<file path="config.mk">
export PLATFORM = sky130hd
export DESIGN_NAME = qos_output_scheduler
export DESIGN_NICKNAME = d
export VERILOG_FILES = /design/src/rtl/qos_pkg.sv /design/src/rtl/qos_weight_arbiter.sv /design/src/rtl/qos_output_scheduler.sv
export SDC_FILE = /design/constraint.sdc
export NUM_CORES = 1
export LEC_CHECK = 0
export CORE_MARGIN = 5
export CORE_UTILIZATION = 54
export DETAILED_ROUTE_END_ITERATION = 12
export PLACE_DENSITY = 0.86
export SYNTH_ARGS = -nofsm -noshare
export SYNTH_HDL_FRONTEND = slang
export SYNTH_SLANG_ARGS = --single-unit
export TNS_END_PERCENT = 20
</file>
<file path="constraint.sdc">
create_clock -name clk -period 4.3 [get_ports clk]
set_input_delay 0.43 -clock clk [delete_from_list [all_inputs] [get_ports clk]]
set_output_delay 0.43 -clock clk [all_outputs]
set_load 0.1 [all_outputs]
</file>
<file path="src/rtl/qos_pkg.sv">
// QoS output scheduler shared definitions: queue ids, depth, weight tables,
// FSM state encoding and occupancy/weight helpers.
package qos_pkg;

    localparam int QDEPTH = 6;
    localparam int WGT_W  = 6;

    typedef logic [WGT_W-1:0] wgt_t;

    localparam logic [1:0] QID_Q1 = 2'b00;
    localparam logic [1:0] QID_Q2 = 2'b01;
    localparam logic [1:0] QID_Q3 = 2'b10;
    localparam logic [1:0] QID_Q4 = 2'b11;

    typedef enum logic [1:0] {
        ST_IDLE   = 2'd0,
        ST_SELECT = 2'd1,
        ST_ISSUE  = 2'd2,
        ST_SETTLE = 2'd3
    } state_e;

    // Tables indexed by saturated occupancy 0..6 (element [0] is occ 0).
    localparam logic [6:0][WGT_W-1:0] W_Q1 =
        {6'd19, 6'd17, 6'd16, 6'd15, 6'd13, 6'd9, 6'd0};
    localparam logic [6:0][WGT_W-1:0] W_Q2 =
        {6'd21, 6'd18, 6'd14, 6'd12, 6'd8, 6'd6, 6'd0};
    localparam logic [6:0][WGT_W-1:0] W_Q3 =
        {6'd23, 6'd19, 6'd11, 6'd7, 6'd5, 6'd3, 6'd0};
    localparam logic [6:0][WGT_W-1:0] W_Q4 =
        {6'd24, 6'd22, 6'd10, 6'd4, 6'd2, 6'd1, 6'd0};

    localparam wgt_t W_OVR = 6'd20;

    function automatic logic [2:0] sat_occ(input logic [2:0] o);
        return (o > 3'(QDEPTH)) ? 3'(QDEPTH) : o;
    endfunction

    function automatic wgt_t weight_of(input logic [1:0] q,
                                       input logic [2:0] o);
        wgt_t w;
        case (q)
            QID_Q1:  w = W_Q1[o];
            QID_Q2:  w = W_Q2[o];
            QID_Q3:  w = W_Q3[o];
            default: w = W_Q4[o];
        endcase
        return w;
    endfunction

endpackage

</file>
<file path="src/rtl/qos_weight_arbiter.sv">
// Combinational LLQ/WFQ arbiter: occupancies -> weights -> one-hot winner.
// Ports: occ1..occ4 (3b each) in; grant (4b one-hot) out; any_valid out.
module qos_weight_arbiter
    import qos_pkg::*;
(
    input  logic [2:0] occ1,
    input  logic [2:0] occ2,
    input  logic [2:0] occ3,
    input  logic [2:0] occ4,
    output logic [3:0] grant,
    output logic       any_valid
);

    logic [2:0] occ_s [4];
    wgt_t       w     [4];
    wgt_t       best;
    logic [1:0] idx;
    logic       found;

    always_comb begin
        occ_s[0] = sat_occ(occ1);
        occ_s[1] = sat_occ(occ2);
        occ_s[2] = sat_occ(occ3);
        occ_s[3] = sat_occ(occ4);
        for (int i = 0; i < 4; i++) begin
            w[i] = weight_of(2'(i), occ_s[i]);
        end
        // Queue1 full with queue3 nearly full boosts q1, unless q2 is also
        // heavily loaded, in which case q3 gets the boost instead.
        if (occ_s[2] == 3'd5 && occ_s[0] == 3'd6) begin
            if (occ_s[1] < 3'd5) w[0] = W_OVR;
            else                 w[2] = W_OVR;
        end
        best  = '0;
        idx   = '0;
        found = 1'b0;
        // Strict compare keeps the lowest index on ties.
        for (int i = 0; i < 4; i++) begin
            if (occ_s[i] != 3'd0 && (!found || w[i] > best)) begin
                found = 1'b1;
                best  = w[i];
                idx   = 2'(i);
            end
        end
        any_valid = found;
        grant     = found ? (4'b0001 << idx) : 4'b0000;
    end

endmodule

</file>
<file path="src/rtl/qos_output_scheduler.sv">
// Dequeue end of the 4-queue QoS path: per read tick picks a queue, pops it
// and emits {queue_id, payload}. Ports: clk, reset (async, low), read_tick,
// occ1..4, head1..4 in; pop, out_data, out_valid, ct_received, busy out.
// Optional starvation guard enabled by defining QOS_STARVE_GUARD_EN.
module qos_output_scheduler
    import qos_pkg::*;
#(
    parameter int CNT_W = 10
`ifdef QOS_STARVE_GUARD_EN
    , parameter int STARVE_LIMIT = 8
`endif
) (
    input  logic             clk,
    input  logic             reset,
    input  logic             read_tick,
    input  logic [2:0]       occ1,
    input  logic [2:0]       occ2,
    input  logic [2:0]       occ3,
    input  logic [2:0]       occ4,
    input  logic [1:0]       head1,
    input  logic [1:0]       head2,
    input  logic [1:0]       head3,
    input  logic [1:0]       head4,
    output logic [3:0]       pop,
    output logic [3:0]       out_data,
    output logic             out_valid,
    output logic [CNT_W-1:0] ct_received,
    output logic             busy
);

    state_e           state_q;
    logic             pending_q;
    logic [3:0]       pop_q;
    logic [3:0]       out_data_q;
    logic             out_valid_q;
    logic [CNT_W-1:0] ct_q;
    logic [CNT_W-1:0] ct_d;

    logic [3:0] arb_grant;
    logic       arb_any;
    logic [3:0] sel_grant;
    logic [1:0] sel_id;
    logic [1:0] sel_head;
    logic [3:0] occ_nz;

    assign occ_nz = {occ4 != 3'd0, occ3 != 3'd0,
                     occ2 != 3'd0, occ1 != 3'd0};

    qos_weight_arbiter u_arb (
        .occ1      (occ1),
        .occ2      (occ2),
        .occ3      (occ3),
        .occ4      (occ4),
        .grant     (arb_grant),
        .any_valid (arb_any)
    );

`ifdef QOS_STARVE_GUARD_EN
    localparam int SW = $clog2(STARVE_LIMIT + 1);
    localparam logic [SW-1:0] LIM = SW'(STARVE_LIMIT);

    logic [SW-1:0] starve_q [4];
    logic [SW-1:0] starve_d [4];

    always_comb begin
        sel_grant = arb_grant;
        // Descending scan so the lowest starving index wins.
        for (int i = 3; i >= 0; i--) begin
            if (occ_nz[i] && starve_q[i] >= LIM) begin
                sel_grant = 4'b0001 << i;
            end
        end
        for (int i = 0; i < 4; i++) begin
            if (!occ_nz[i] || sel_grant[i]) starve_d[i] = '0;
            else if (starve_q[i] < LIM)     starve_d[i] = starve_q[i] + 1'b1;
            else                            starve_d[i] = starve_q[i];
        end
    end

    always_ff @(posedge clk or negedge reset) begin
        if (!reset) begin
            for (int i = 0; i < 4; i++) starve_q[i] <= '0;
        end else if (state_q == ST_SELECT) begin
            for (int i = 0; i < 4; i++) starve_q[i] <= starve_d[i];
        end
    end
`else
    assign sel_grant = arb_grant;
`endif

    always_comb begin
        sel_id   = QID_Q1;
        sel_head = head1;
        unique case (1'b1)
            sel_grant[0]: begin sel_id = QID_Q1; sel_head = head1; end
            sel_grant[1]: begin sel_id = QID_Q2; sel_head = head2; end
            sel_grant[2]: begin sel_id = QID_Q3; sel_head = head3; end
            sel_grant[3]: begin sel_id = QID_Q4; sel_head = head4; end
            default:      begin sel_id = QID_Q1; sel_head = head1; end
        endcase
    end

    assign ct_d = ct_q + 1'b1;

    // Outputs are loaded on the SELECT->ISSUE edge so they are visible
    // during ISSUE, two cycles after the accepted tick.
    always_ff @(posedge clk or negedge reset) begin
        if (!reset) begin
            state_q     <= ST_IDLE;
            pending_q   <= 1'b0;
            pop_q       <= '0;
            out_data_q  <= '0;
            out_valid_q <= 1'b0;
            ct_q        <= '0;
        end else begin
            pop_q       <= '0;
            out_valid_q <= 1'b0;
            case (state_q)
                ST_IDLE: begin
                    if (read_tick || pending_q) begin
                        state_q   <= ST_SELECT;
                        pending_q <= 1'b0;
                    end
                end
                ST_SELECT: begin
                    state_q <= ST_ISSUE;
                    if (read_tick) pending_q <= 1'b1;
                    if (arb_any) begin
                        pop_q       <= sel_grant;
                        out_data_q  <= {sel_id, sel_head};
                        out_valid_q <= 1'b1;
                        ct_q        <= ct_d;
                    end
                end
                ST_ISSUE: begin
                    state_q <= ST_SETTLE;
                    if (read_tick) pending_q <= 1'b1;
                end
                ST_SETTLE: begin
                    // A pending or fresh tick restarts directly, giving a
                    // 3-cycle packet spacing.
                    pending_q <= 1'b0;
                    if (pending_q || read_tick) state_q <= ST_SELECT;
                    else                        state_q <= ST_IDLE;
                end
                default: state_q <= ST_IDLE;
            endcase
        end
    end

    assign pop         = pop_q;
    assign out_data    = out_data_q;
    assign out_valid   = out_valid_q;
    assign ct_received = ct_q;
    assign busy        = (state_q != ST_IDLE);

endmodule

</file>
Word level (Yosys, flattened, before mapping):

Memory sizes are Yosys's and may differ from the RTL's.
Index checks and enable logic that the tools add are counted.

* memories: 4
* output and inout port bits: 20
* input bits: 23
* logic and storage cells: 86
* bits in writable memories: 0
* bits in read-only memories: 192
* bits in registers: 22
* latch bits: 0

Memories
* (name not given): depth 8, width 6, read ports 1, clocked after memory_dff 0, wr ports 0, RTL line qos_pkg.sv:44 `QID_Q3: w = W_Q3[o];`
* (name not given): depth 8, width 6, read ports 1, clocked after memory_dff 0, wr ports 0, RTL line qos_pkg.sv:42 `QID_Q1: w = W_Q1[o];`
* (name not given): depth 8, width 6, read ports 1, clocked after memory_dff 0, wr ports 0, RTL line qos_pkg.sv:45 `default: w = W_Q4[o];`
* (name not given): depth 8, width 6, read ports 1, clocked after memory_dff 0, wr ports 0, RTL line qos_pkg.sv:43 `QID_Q2: w = W_Q2[o];`

* bitwise operators: 0
* eq/ne operators: 7
* reduce and logical (&&, ||, !) cells: 20
* multiplexer cells: 35
* divide/modulo/power cells: 0
* $mul: 0
* magnitude comparators: 12
* add/sub/neg operators: 1
* shifts and indexed selects: 1

Operators by type and width (count)
* 2-to-1 mux 6 bit: 11
* greater-than comparator 6 bit: 3
* less-than comparator 3 x 4 -> 1 bit (second input constant): 4
* greater-than comparator 3 bit (second input constant): 4
* 2-to-1 mux 3 bit: 4
* 2-to-1 mux 4 bit: 3
* case mux 2 bit (3 select lines): 2
* nonzero test 3 bit: 4
* adder 10 x 1 -> 10 bit (second input constant): 1
* 2-to-1 mux 1 bit: 10
* case mux 2 bit (4 select lines): 1
* equality test 3 bit (second input constant): 2
* 2-to-1 mux 2 bit: 3
* equality test 2 bit (second input constant): 2
* logical AND 1 bit: 4
* logical OR 1 bit: 4
* AND reduction 2 bit: 2
* left shift 1 x 2 -> 4 bit (first input constant): 1
* zero test 1 bit: 3
* less-than comparator 3 bit (second input constant): 1
* case mux 1 bit (3 select lines): 1
* equality test 2 x 1 -> 1 bit (second input constant): 1
* zero test 2 bit: 1
* inequality test 2 x 1 -> 1 bit (second input constant): 1
* other kinds (3): 3

Logic depth before layout (Yosys ltp):

* word-level depth: 23
* gate-level depth with buffers: 25
* depth with buffers taken out: 24

Hierarchy:

Synthesis repeated with hierarchy kept, for this count alone.

* cells, all modules: 211
* area total of the unflattened synthesis: 1933.1 um^2

By module, submodules not included
* qos_output_scheduler: cells an instance 83, area each 977.2 um^2, times used 1, sequential area each 550.5 um^2
* qos_weight_arbiter: cells an instance 128, area each 955.9 um^2, times used 1, sequential area each 0.0 um^2

Worst setup path after synthesis:

OpenSTA, ideal clock, no wires.

* path type: in2reg
* start: in occ2[1]
* end: reg out_data_q[0] (netlist: out_data[0])
* arrival time: 5.372 ns
* stages on the path: 24
* setup time: 0.068 ns
* data required time: 4.232 ns
* buffers on the path: 1
* path slack: -1.140 ns
* cell sequence: buf_6 o21a_1 nor2b_1 o21ai_0 ha_1 nand3_1 or2_2 o21a_1 o21ai_1 mux2_2 ha_1 and3_1 and3_1 a211oi_1 a21o_1 a211oi_1 o21bai_1 ha_1 and3_1 o21a_1 o21ai_0 o21ai_4 nor3b_1 o32a_1

* longest elaborated chain between the ends: 21
* elaborated cells on any way between the ends: 34
* those cells by class: order compare: 5; shift: 1; mux: 17; reduce/logical: 10; memory: 1

RTL lines
* start, declared: RTL line qos_output_scheduler.sv:17 `input logic [2:0] occ2,`
* greater-than comparator 3 bit: RTL line qos_pkg.sv:35 `return (o > 3'(QDEPTH)) ? 3'(QDEPTH) : o;`
* 2-to-1 mux 3 bit *: RTL line qos_pkg.sv:35
* less-than comparator 3 bit: RTL line qos_weight_arbiter.sv:31 `if (occ_s[1] < 3'd5) w[0] = W_OVR;`
* 2-to-1 mux 6 bit: RTL line qos_weight_arbiter.sv:31
* 2-to-1 mux 6 bit: RTL line qos_weight_arbiter.sv:30 `if (occ_s[2] == 3'd5 && occ_s[0] == 3'd6) begin`
* 2-to-1 mux 6 bit: RTL line qos_weight_arbiter.sv:39 `if (occ_s[i] != 3'd0 && (!found || w[i] > best)) begin`
* greater-than comparator 6 bit: RTL line qos_weight_arbiter.sv:39
* logical OR 1 bit: RTL line qos_weight_arbiter.sv:39
* [... 5 more ...]
* 2-to-1 mux 6 bit or 2-to-1 mux 1 bit (tied branches): RTL line qos_weight_arbiter.sv:39
* greater-than comparator 6 bit or zero test 1 bit (tied branches): RTL line qos_weight_arbiter.sv:39
* logical OR 1 bit: RTL line qos_weight_arbiter.sv:39
* logical AND 1 bit: RTL line qos_weight_arbiter.sv:39
* 2-to-1 mux 2 bit: RTL line qos_weight_arbiter.sv:39
* left shift 1 x 2 -> 4 bit: RTL line qos_weight_arbiter.sv:46 `grant = found ? (4'b0001 << idx) : 4'b0000;`
* 2-to-1 mux 4 bit: RTL line qos_weight_arbiter.sv:46
* case mux 2 bit (3 select lines): RTL line qos_output_scheduler.sv:94 `unique case (1'b1)`
* end signal, assigned: RTL line qos_output_scheduler.sv:130 `out_data_q <= {sel_id, sel_head};`
* end, declared: RTL line qos_output_scheduler.sv:34 `logic [3:0] out_data_q;`

Mark *: on every way between the ends. The rest lies on a longest branch, timed or not. The select of a mux whose other input is x is not followed.
A chain may end at the register's enable or synchronous reset.

Worst setup path after layout:

* start: in occ3[1]
* end: reg out_data_q[2] (netlist: out_data[2])

* longest elaborated chain between the ends: 21
* elaborated cells on any way between the ends: 34
* those cells by class: order compare: 4; eq/ne: 1; shift: 1; mux: 16; reduce/logical: 11; memory: 1

RTL lines
* start, declared: RTL line qos_output_scheduler.sv:18 `input logic [2:0] occ3,`
* greater-than comparator 3 bit: RTL line qos_pkg.sv:35
* 2-to-1 mux 3 bit *: RTL line qos_pkg.sv:35
* equality test 3 bit: RTL line qos_weight_arbiter.sv:30
* logical AND 1 bit: RTL line qos_weight_arbiter.sv:30
* 2-to-1 mux 6 bit: RTL line qos_weight_arbiter.sv:30
* 2-to-1 mux 6 bit: RTL line qos_weight_arbiter.sv:39
* greater-than comparator 6 bit: RTL line qos_weight_arbiter.sv:39
* logical OR 1 bit: RTL line qos_weight_arbiter.sv:39
* [... 5 more ...]
* 2-to-1 mux 6 bit or 2-to-1 mux 1 bit (tied branches): RTL line qos_weight_arbiter.sv:39
* greater-than comparator 6 bit or zero test 1 bit (tied branches): RTL line qos_weight_arbiter.sv:39
* logical OR 1 bit: RTL line qos_weight_arbiter.sv:39
* logical AND 1 bit: RTL line qos_weight_arbiter.sv:39
* 2-to-1 mux 2 bit: RTL line qos_weight_arbiter.sv:39
* left shift 1 x 2 -> 4 bit: RTL line qos_weight_arbiter.sv:46
* 2-to-1 mux 4 bit: RTL line qos_weight_arbiter.sv:46
* case mux 2 bit (3 select lines): RTL line qos_output_scheduler.sv:94

Marked as above.

==> impl_metrics.json <==
{
  "final_area_um2": 2930,
  "whs_ns": 0.506,
  "r2r_setup_slack_ns": 2.34,
  "hold_viol": 0,
  "start_kind": "primary input",
  "muxShareOfSynthArea": 0.0303,
  "crit_type": "primary input to flop",
  "layout_setup_ws_ns": -0.603,
  "io_buffers": 42,
  "areaGrowthSynthToFinish_pct": 61.4,
  "crit_required_ns": 4.49,
  "synth_compound_area_frac": 0.201,
  "synth-async-reset-ratio": 1.00,
  "peakVddDrop_mv": 0.228,
  "synth_seq_area_share": 0.303,
  "setup_viol": 8,
  "rsz0062_at_grt": "yes",
  "fp-row-count": 21,
  "place_hpwl_um": 3860,
  "syn_avg_cell_area_um2": 8.81,
  "initial_utilization": 0.553,
  "grt_pass1_wl_um": 8730,
  "insertion_delay_ns": 0.30,
  "utilization": 0.892,
  "drv_slew": 0,
  "slew_headroom": 0.347,
  "cap_viol_max_count": 0,
  "synth_area_leader_cell": "dfrtp_1",
  "dr.pass1.iters": 5,
  "synthSimpleGateAreaFrac": 0.239,
  "cts_root_buf": "clkbuf_4",
  "drive_gt1_frac": 0.354,
  "grt_max_degree": 23,
  "ys_top_cells_by_area": "dfrtp_1, ha_1, nand2_1",
  "synth_xor_area_frac": 0.0482,
  "max_stage_delay_ns": 0.33,
  "cts_max_level": 1,
  "core_area_um2": 3280,
  "finalCritPeriodShare": 1.14,
  "finClkSkew_ns": 0.00223,
  "die_area_um2": 4620,
  "n_antenna_cell": 0,
  "antenna_found_initial": 0,
  "hold_path_class": "flop to flop",
  "endpoint_kind": "flop",
  "wirelength_um": 6070,
  "grt_pass1_vias": 1953,
  "clkTransAtPathRegs_ns": 0.12,
  "grt_use_total": 0.244,
  "crit_top_cell": "buf_4",
  "p_per_area_nw_per_um2": 576,
  "pre_cts_slack_ns": -1.13,
  "fillerInstances": 141,
  "drtIter0Drc": 164,
  "io_pins": 43,
  "netlist_instances": 206,
  "leakage_nw": 1.29,
  "ys_warn_count": 0,
  "synth_top_family_by_area": "simple AND/OR/NAND/NOR gates",
  "synthAdderAreaFrac": 0.138,
  "worst_slew_pin_slew_ns": 0.976,
  "numCtsBuffers": 3,
  "synth_area_um2": 1820,
  "routedWlPerCell_um": 17.7,
  "drcViolationCount": 0,
  "cts_tree": "done",
  "nNetsFinal": 341,
  "cts_buffer_depth": 2,
  "vias": 2009,
  "max_freq_ghz": 0.204,
  "layout_commonest_cell": "buf_4",
  "tns_ns": -4.17,
  "cp_slowest_cell": "ha_1",
  "die_x_um": 68.0,
  "ys_ff_latch": 22,
  "ys_types": 48,
  "synthesis.nets": 249,
  "place.gp.congestion": 0.856,
  "grt_overflow": 0,
  "clock-sinks": 22,
  "antenna_left": 0,
  "synth_edf_count": 0,
  "final_cell_mix": "buf_4, clkdlybuf4s50_1, dfrtp_1",
  "violations": "setup timing",
  "viasPerCell": 5.86,
  "yosysTopAreaCellShare": 0.303,
  "ys.flop_type": "dfrtp_1",
  "cp_max_fo": 7,
  "die_y_um": 68.0,
  "dpl_cell_area_um2": 2630,
  "outcome": "finished, violations left",
  "worstPathArrival_ns": 5.10,
  "period_needed_ns": 4.90
}
cells by family after synthesis:
family	count (synthesis)
AND/OR/NAND/NOR	81
flip-flops	22
XOR/XNOR	10
buffers and inverters	15
multiplexers	5
adder cells (fa/ha/maj)	20
AO/OA/AOI/OAI	53
cells in the mapped netlist, types with 7 or more instances:
library cell	count
nand3_1	9
dfrtp_1	22
xnor2_1	9
nand2_1	21
o21ai_0	10
nor3_1	7
a21oi_1	8
nor2_1	10
o21a_1	7
ha_1	20
inv_1	11
layout make-up:
cell class	count	area (um^2)	share of cell area
multi-input cells	169	1480	0.505
repair buffers	90	761	0.260
flip-flops and latches	22	551	0.188
well taps	46	57.6	0.0196
inverters	12	45.0	0.0154
clock buffers	4	36.3	0.0124
flip-flops by register name (all words and copies together) (netlist names):
register,cells
ct_received,10
state_q,2
out_valid,1
pending_q,1
out_data,4
pop,4
power by group:
part	switching (W)	internal [W]
clock network	0.0000591	0.0000516
registers	0.0000637	0.000282
logic	0.000815	0.000418
total	0.000938	0.000751
worst paths after layout:
path,from,end,cells past startpoint
setup / recovery,occ3[1],out_data[2],28
hold / removal,ct_received[9],ct_received[9],1
setup reg to reg,state_q[1],ct_received[5],8
hold reg to reg,ct_received[9],ct_received[9],1
max in group asynchronous,reset,pop[1],1
min in group asynchronous,reset,ct_received[9],1
through the flow:
step                power [W]  instances
floorplan             0.00113        206
global placement      0.00141        327
detailed placement    0.00143        327
CTS                   0.00161        340
global route          0.00177        343
finish                0.00169        343
worst max-delay path: cells and delay by family:
kind / cells / cell delay (ns)
AO/OA/AOI/OAI: 14 / 2.15
buffers and inverters: 5 / 0.76
AND/OR/NAND/NOR: 6 / 0.87
adder cells (fa/ha/maj): 3 / 0.86
layer usage:
layer / global-route usage / share of wire
met2: 0.474 / 0.52
met1: 0.283 / 0.39
met3: 0.0164 / 0.062
met4: 0.0670 / 0.034
met5: 0 / 0
what timing repair did:
action                                  4_1_cts  5_1_grt
resized for setup                            51       11
buffers inserted                              9        3
endpoints found under the setup margin        8        8
hold buffers                                  0        0
pin swaps                                    31        7
Note: power is estimated with default switching activity, not from simulation.
